===== config.mk =====
export PLATFORM = sky130hd
export DESIGN_NAME = imem_dmem_arbiter
export DESIGN_NICKNAME = d
export VERILOG_FILES = /design/src/rtl/imem_dmem_arbiter_pkg.sv /design/src/rtl/imem_dmem_arbiter_sat_counter.sv /design/src/rtl/imem_dmem_arbiter.sv
export SDC_FILE = /design/constraint.sdc
export NUM_CORES = 1
export LEC_CHECK = 0
export CAP_MARGIN = 20
export CORE_ASPECT_RATIO = 0.75
export CORE_MARGIN = 2
export CORE_UTILIZATION = 39
export DETAILED_ROUTE_END_ITERATION = 12
export PLACE_DENSITY = 0.82
export SLEW_MARGIN = 20
export SYNTH_ARGS = -nofsm -noshare
export SYNTH_HDL_FRONTEND = slang
export SYNTH_SLANG_ARGS = --single-unit

===== constraint.sdc =====
create_clock -name clk -period 3.6 [get_ports clk]
set_input_delay 0.72 -clock clk [delete_from_list [all_inputs] [get_ports clk]]
set_output_delay 0.72 -clock clk [all_outputs]
set_load 0.05 [all_outputs]

===== src/rtl/imem_dmem_arbiter_pkg.sv =====
// Shared types for the unified-memory fetch/load-store arbiter.
// State and grant encodings are reused by the hazard unit and the benches.
package imem_dmem_arbiter_pkg;

    typedef enum logic [1:0] {
        ST_IDLE  = 2'd0,
        ST_IBUSY = 2'd1,
        ST_DBUSY = 2'd2,
        ST_RESP  = 2'd3
    } arb_state_e;

    typedef enum logic {
        GNT_I = 1'b0,
        GNT_D = 1'b1
    } arb_gnt_e;

    function automatic int starve_w(input int max);
        return $clog2(max + 1);
    endfunction

endpackage


===== src/rtl/imem_dmem_arbiter_sat_counter.sv =====
// Saturating up-counter with synchronous clear.
// Clear has priority over increment.
module imem_dmem_arbiter_sat_counter #(
    parameter int W   = 3,
    parameter int MAX = 4
) (
    input  logic         clk,
    input  logic         reset,
    input  logic         inc_i,
    input  logic         clr_i,
    output logic [W-1:0] cnt_o
);

    localparam logic [W-1:0] MaxV = W'(MAX);

    logic [W-1:0] cnt_q;
    logic [W-1:0] cnt_d;

    always_comb begin
        cnt_d = cnt_q;
        if (clr_i) begin
            cnt_d = '0;
        end else if (inc_i && (cnt_q != MaxV)) begin
            cnt_d = cnt_q + 1'b1;
        end
    end

    always_ff @(posedge clk) begin
        if (reset) begin
            cnt_q <= '0;
        end else begin
            cnt_q <= cnt_d;
        end
    end

    assign cnt_o = cnt_q;

endmodule


===== src/rtl/imem_dmem_arbiter.sv =====
// Arbitrates fetch and load/store onto one single-ported memory.
// One req/ack transaction at a time, followed by a one-cycle response.
module imem_dmem_arbiter
    import imem_dmem_arbiter_pkg::*;
#(
    parameter int ADDR_W     = 32,
    parameter int DATA_W     = 32,
    parameter int STARVE_MAX = 4
) (
    input  logic              clk,
    input  logic              reset,
    input  logic              IReq,
    input  logic [ADDR_W-1:0] IAddr,
    input  logic              IFlush,
    output logic              InstrRdy,
    output logic [DATA_W-1:0] InstrFill,
    input  logic              DReq,
    input  logic              DWe,
    input  logic [ADDR_W-1:0] DAddr,
    input  logic [DATA_W-1:0] DWData,
    output logic              DataRdy,
    output logic [DATA_W-1:0] DRData,
    output logic              FetchStall,
    output logic              MemStall,
    output logic              MemReq,
    output logic              MemWe,
    output logic [ADDR_W-1:0] MemAddr,
    output logic [DATA_W-1:0] MemWData,
    input  logic              MemAck,
    input  logic [DATA_W-1:0] MemRData
);

    localparam int CW = starve_w(STARVE_MAX);
    localparam logic [CW-1:0] StarveMax = CW'(STARVE_MAX);

    arb_state_e        state_q, state_d;
    arb_gnt_e          gnt_q, gnt_d;
    logic              mem_req_q, mem_req_d;
    logic              mem_we_q, mem_we_d;
    logic [ADDR_W-1:0] mem_addr_q, mem_addr_d;
    logic [DATA_W-1:0] mem_wdata_q, mem_wdata_d;
    logic [DATA_W-1:0] fill_q, fill_d;
    logic [DATA_W-1:0] drdata_q, drdata_d;
    logic              drop_q, drop_d;
    logic              st_inc, st_clr;
    logic [CW-1:0]     starve;
    logic              starve_max;

    assign starve_max = (starve == StarveMax);

    imem_dmem_arbiter_sat_counter #(
        .W   (CW),
        .MAX (STARVE_MAX)
    ) u_starve (
        .clk   (clk),
        .reset (reset),
        .inc_i (st_inc),
        .clr_i (st_clr),
        .cnt_o (starve)
    );

    always_ff @(posedge clk) begin
        if (reset) begin
            state_q     <= ST_IDLE;
            gnt_q       <= GNT_I;
            mem_req_q   <= 1'b0;
            mem_we_q    <= 1'b0;
            mem_addr_q  <= '0;
            mem_wdata_q <= '0;
            fill_q      <= '0;
            drdata_q    <= '0;
            drop_q      <= 1'b0;
        end else begin
            state_q     <= state_d;
            gnt_q       <= gnt_d;
            mem_req_q   <= mem_req_d;
            mem_we_q    <= mem_we_d;
            mem_addr_q  <= mem_addr_d;
            mem_wdata_q <= mem_wdata_d;
            fill_q      <= fill_d;
            drdata_q    <= drdata_d;
            drop_q      <= drop_d;
        end
    end

    // Key: state, DReq, IReq, starvation hit, MemAck
    always_comb begin
        state_d     = state_q;
        gnt_d       = gnt_q;
        mem_req_d   = mem_req_q;
        mem_we_d    = mem_we_q;
        mem_addr_d  = mem_addr_q;
        mem_wdata_d = mem_wdata_q;
        fill_d      = fill_q;
        drdata_d    = drdata_q;
        drop_d      = drop_q;
        st_inc      = 1'b0;
        st_clr      = (state_q == ST_IDLE) && !IReq;
        unique casez ({state_q, DReq, IReq, starve_max, MemAck})
            {ST_IDLE, 4'b10??},
            {ST_IDLE, 4'b110?}: begin
                state_d     = ST_DBUSY;
                gnt_d       = GNT_D;
                mem_req_d   = 1'b1;
                mem_we_d    = DWe;
                mem_addr_d  = DAddr;
                mem_wdata_d = DWData;
                st_inc      = IReq;
            end
            {ST_IDLE, 4'b111?},
            {ST_IDLE, 4'b01??}: begin
                state_d    = ST_IBUSY;
                gnt_d      = GNT_I;
                mem_req_d  = 1'b1;
                mem_we_d   = 1'b0;
                mem_addr_d = IAddr;
                st_clr     = 1'b1;
            end
            {ST_IBUSY, 4'b???1}: begin
                state_d   = ST_RESP;
                mem_req_d = 1'b0;
                if (!(drop_q || IFlush)) begin
                    fill_d = MemRData;
                end
            end
            {ST_DBUSY, 4'b???1}: begin
                state_d   = ST_RESP;
                mem_req_d = 1'b0;
                if (!mem_we_q) begin
                    drdata_d = MemRData;
                end
            end
            {ST_RESP, 4'b????}: begin
                state_d = ST_IDLE;
                drop_d  = 1'b0;
            end
            default: begin
                state_d = state_q;
            end
        endcase
        if ((state_q == ST_IBUSY) && IFlush) begin
            drop_d = 1'b1;
        end
    end

    always_comb begin
        InstrRdy   = (state_q == ST_RESP) && (gnt_q == GNT_I)
                     && !drop_q && !IFlush;
        DataRdy    = (state_q == ST_RESP) && (gnt_q == GNT_D);
        FetchStall = IReq & ~InstrRdy;
        MemStall   = DReq & ~DataRdy;
        MemReq     = mem_req_q;
        MemWe      = mem_we_q;
        MemAddr    = mem_addr_q;
        MemWData   = mem_wdata_q;
        InstrFill  = fill_q;
        DRData     = drdata_q;
    end

`ifndef SYNTHESIS
    a_ireq_held: assert property (@(posedge clk) disable iff (reset)
        (state_q == ST_IBUSY) |-> IReq);
    a_dreq_held: assert property (@(posedge clk) disable iff (reset)
        (state_q == ST_DBUSY) |-> DReq);
`endif

endmodule


==> metrics.txt <==
FP Rows=38; CTS tree=yes; final number of max-transition violations=0; Synth async-reset ratio=0; Post-synth top cells=137 x dfxtp_1, 135 x a21oi_1, 99 x o21ai_0; Crit. End Element=output pin; cell taking the most area after synthesis=dfxtp_1; Die W=143 µm; data arrival time of the critical path=around 2.3 ns; Simple-Gate Fraction of Synth Area=0.172; post-CTS sizing=0; die footprint=around 0.015 mm²; HP Start=DRData[15]$_SDFFE_PP0P_; CTS H-tree depth=4; setup bufs post-CTS=0; via-per-instance ratio=5.44; Layout Area Growth over Synthesis=60.7%; top-area cell type share of the netlist area=0.486; CP Class=in -> out; status=complete, no violations; Compound-Gate Fraction of Synth Area=0.271; mux cell area share after synthesis=0; slew margin rel.=0.485; initial DRC count=460; Leak=0.00307 µW; Hold Buf Count CTS=0; Root Buffer=clkbuf_16; synth top area cells=dfxtp_1 49%, a21oi_1 12%, o21ai_0 8.8%; largest net degree at the start of global routing=58; pre-CTS setup slack=0.602 ns; Pre-Repair DR Iteration Count=5; max-cap viol count=0; Post-Synth Adder-Cell Area=0.00444; Congestion Overflow GR=0; vias=6172; hpwl dp=12700 µm; crit share post-route=0.833; CP Max Fanout=7; Mapped Area=between 0.005 and 0.006 mm²; CTS Buffer Depth=2; fmax=approximately 330 MHz; Routed Antenna Nets=0; Finish-stage setup viols=0; filler instances=1228; most frequent cell after synthesis=dfxtp_1; sequential share of the synthesized area=0.486; Routed WL=19200 µm; I/O pin total=269; CTS Sinks=137; final worst setup slack=0.600 ns; post-synth net total=830; xor and xnor area share after synthesis=0; WL per Instance=17.0 µm; unrepaired setup endpoints after global routing=false; Setup TNS Final=0 ns; type of origin of the critical path=input pin; Die Ht=108 µm; RR Endpoint=MemAddr[10]$_SDFFE_PP0P_; worst hold path type=reg -> reg; share of cells above drive strength 1=0.0675; Hold Fails Final Rpt=0; EDFF count, synth=0; total power=4830 µW; Skew-Pair Late Insertion Delay=0.40 ns; Main synth FF type=dfxtp_1; Worst VDD drop=0.323 mV; Fin Hold WS=0.451 ns; Diodes inserted=0; clk slew on worst S/H paths=around 0.060 ns; number of antenna violations at the first check in global routing=0; main combinational cell family by area after synthesis=compound AO/OA/AOI/OAI gates; total CTS buffers=17; Port Buf Inserts=268; syn avg cell area=~8 µm²; Tightest Pin Transition=~0.77 ns; GRT Util Overall=0.244; Core ar.=0.0143 mm²; worst r2r src=state_q[0]$_SDFFE_PP0P_; fin nets=approximately 1100; R2R cell count=4; Period minus WS final=3.00 ns; drt drc=0; Netlist cell types=35; hold endpoint=DRData[15]$_SDFFE_PP0P_; Fin Clk Skew=0.0103 ns; Critical Path RT=2.88 ns; first-pass GRT wire length=approximately 30000 µm; Reg2Reg Setup Slack=1.53 ns; fin util=0.633; final RePlAce weighted congestion=0.833; Seq cells post-synth=137; Post-Synthesis Cells=693; Hold Path Stages=2; vias in the first global route=~5800; effective utilization at floorplan=0.394; Power Density=533 mW/mm²; Yosys warning total=0
==> critical path, cell delays in order <==
cell and delay (ns):
clkdlybuf4s50_1 0.60, nor2b_1 0.16, clkdlybuf4s50_1 0.80
==> final cells by class <==
class	instances	area, µm²	share of cell area
multi-input combinational	472	2560	0.283
clock inverter	11	170	0.0188
sequential	137	2740	0.303
inverter	4	15.0	0.00166
clock buffer	21	450	0.0497
timing repair buffer	289	2870	0.317
tap	200	250	0.0276
==> sequential cells by signal, summed over array words and instances (netlist names) <==
register,flops
DRData,32
InstrFill,32
MemAddr,32
MemReq,1
MemWData,32
MemWe,1
drop_q,1
gnt_q,1
state_q,2
u_starve.cnt_o,3
==> layout by cell type, fill, tap and decap left out, types with 3 or more instances in the layout <==
cell,instances
buf_12,3
clkbuf_1,3
nand3_1,67
o21ai_0,99
a21oi_1,135
nand4_1,32
buf_4,21
nand2_1,68
dfxtp_1,137
a311oi_1,32
clkinv_4,3
inv_1,4
or3_1,4
clkbuf_16,17
clkinv_2,3
clkdlybuf4s50_1,265
bufinv_16,4
==> stage by stage <==
step                area, µm²  instances
floorplan                5640        693
global placement         8440       1102
detailed placement       8440       1102
CTS                      9060       1134
global route             9060       1134
finish                   9060       1134
==> how the worst max path moves through the flow <==
stage,endpoint,start,slack [ns],cells after the start
6_report,MemStall,DReq,0.60,3
5_1_grt,DataRdy,state_q[0]$_SDFFE_PP0P_,0.51,2
4_1_cts,DataRdy,state_q[0]$_SDFFE_PP0P_,0.59,2
3_5_place_dp,MemStall,DReq,0.60,3
3_3_place_gp,MemStall,DReq,0.61,3
2_1_floorplan,FetchStall,IFlush,0.23,3
==> cells by family after synthesis <==
group | after synthesis
AND/OR/NAND/NOR | 194
buffers and inverters | 84
adder cells (fa/ha/maj) | 2
flip-flops | 137
AO/OA/AOI/OAI | 276
==> routing by layer <==
metal / up-vias / share of wire / GRT usage
met4: 0 / 0.013 / 0.0629
met3: 18 / 0.083 / 0.0686
met1: 2923 / 0.44 / 0.328
met5: - / 0 / 0
li1: 2980 / - / -
met2: 251 / 0.46 / 0.389
==> where the power goes <==
part | total (µW) | switching (µW) | internal (µW)
Combinational | 1290 | 813 | 473
Clock | 1830 | 649 | 1180
Sequential | 1720 | 76.6 | 1640
Note: power is estimated with default switching activity, not from simulation.
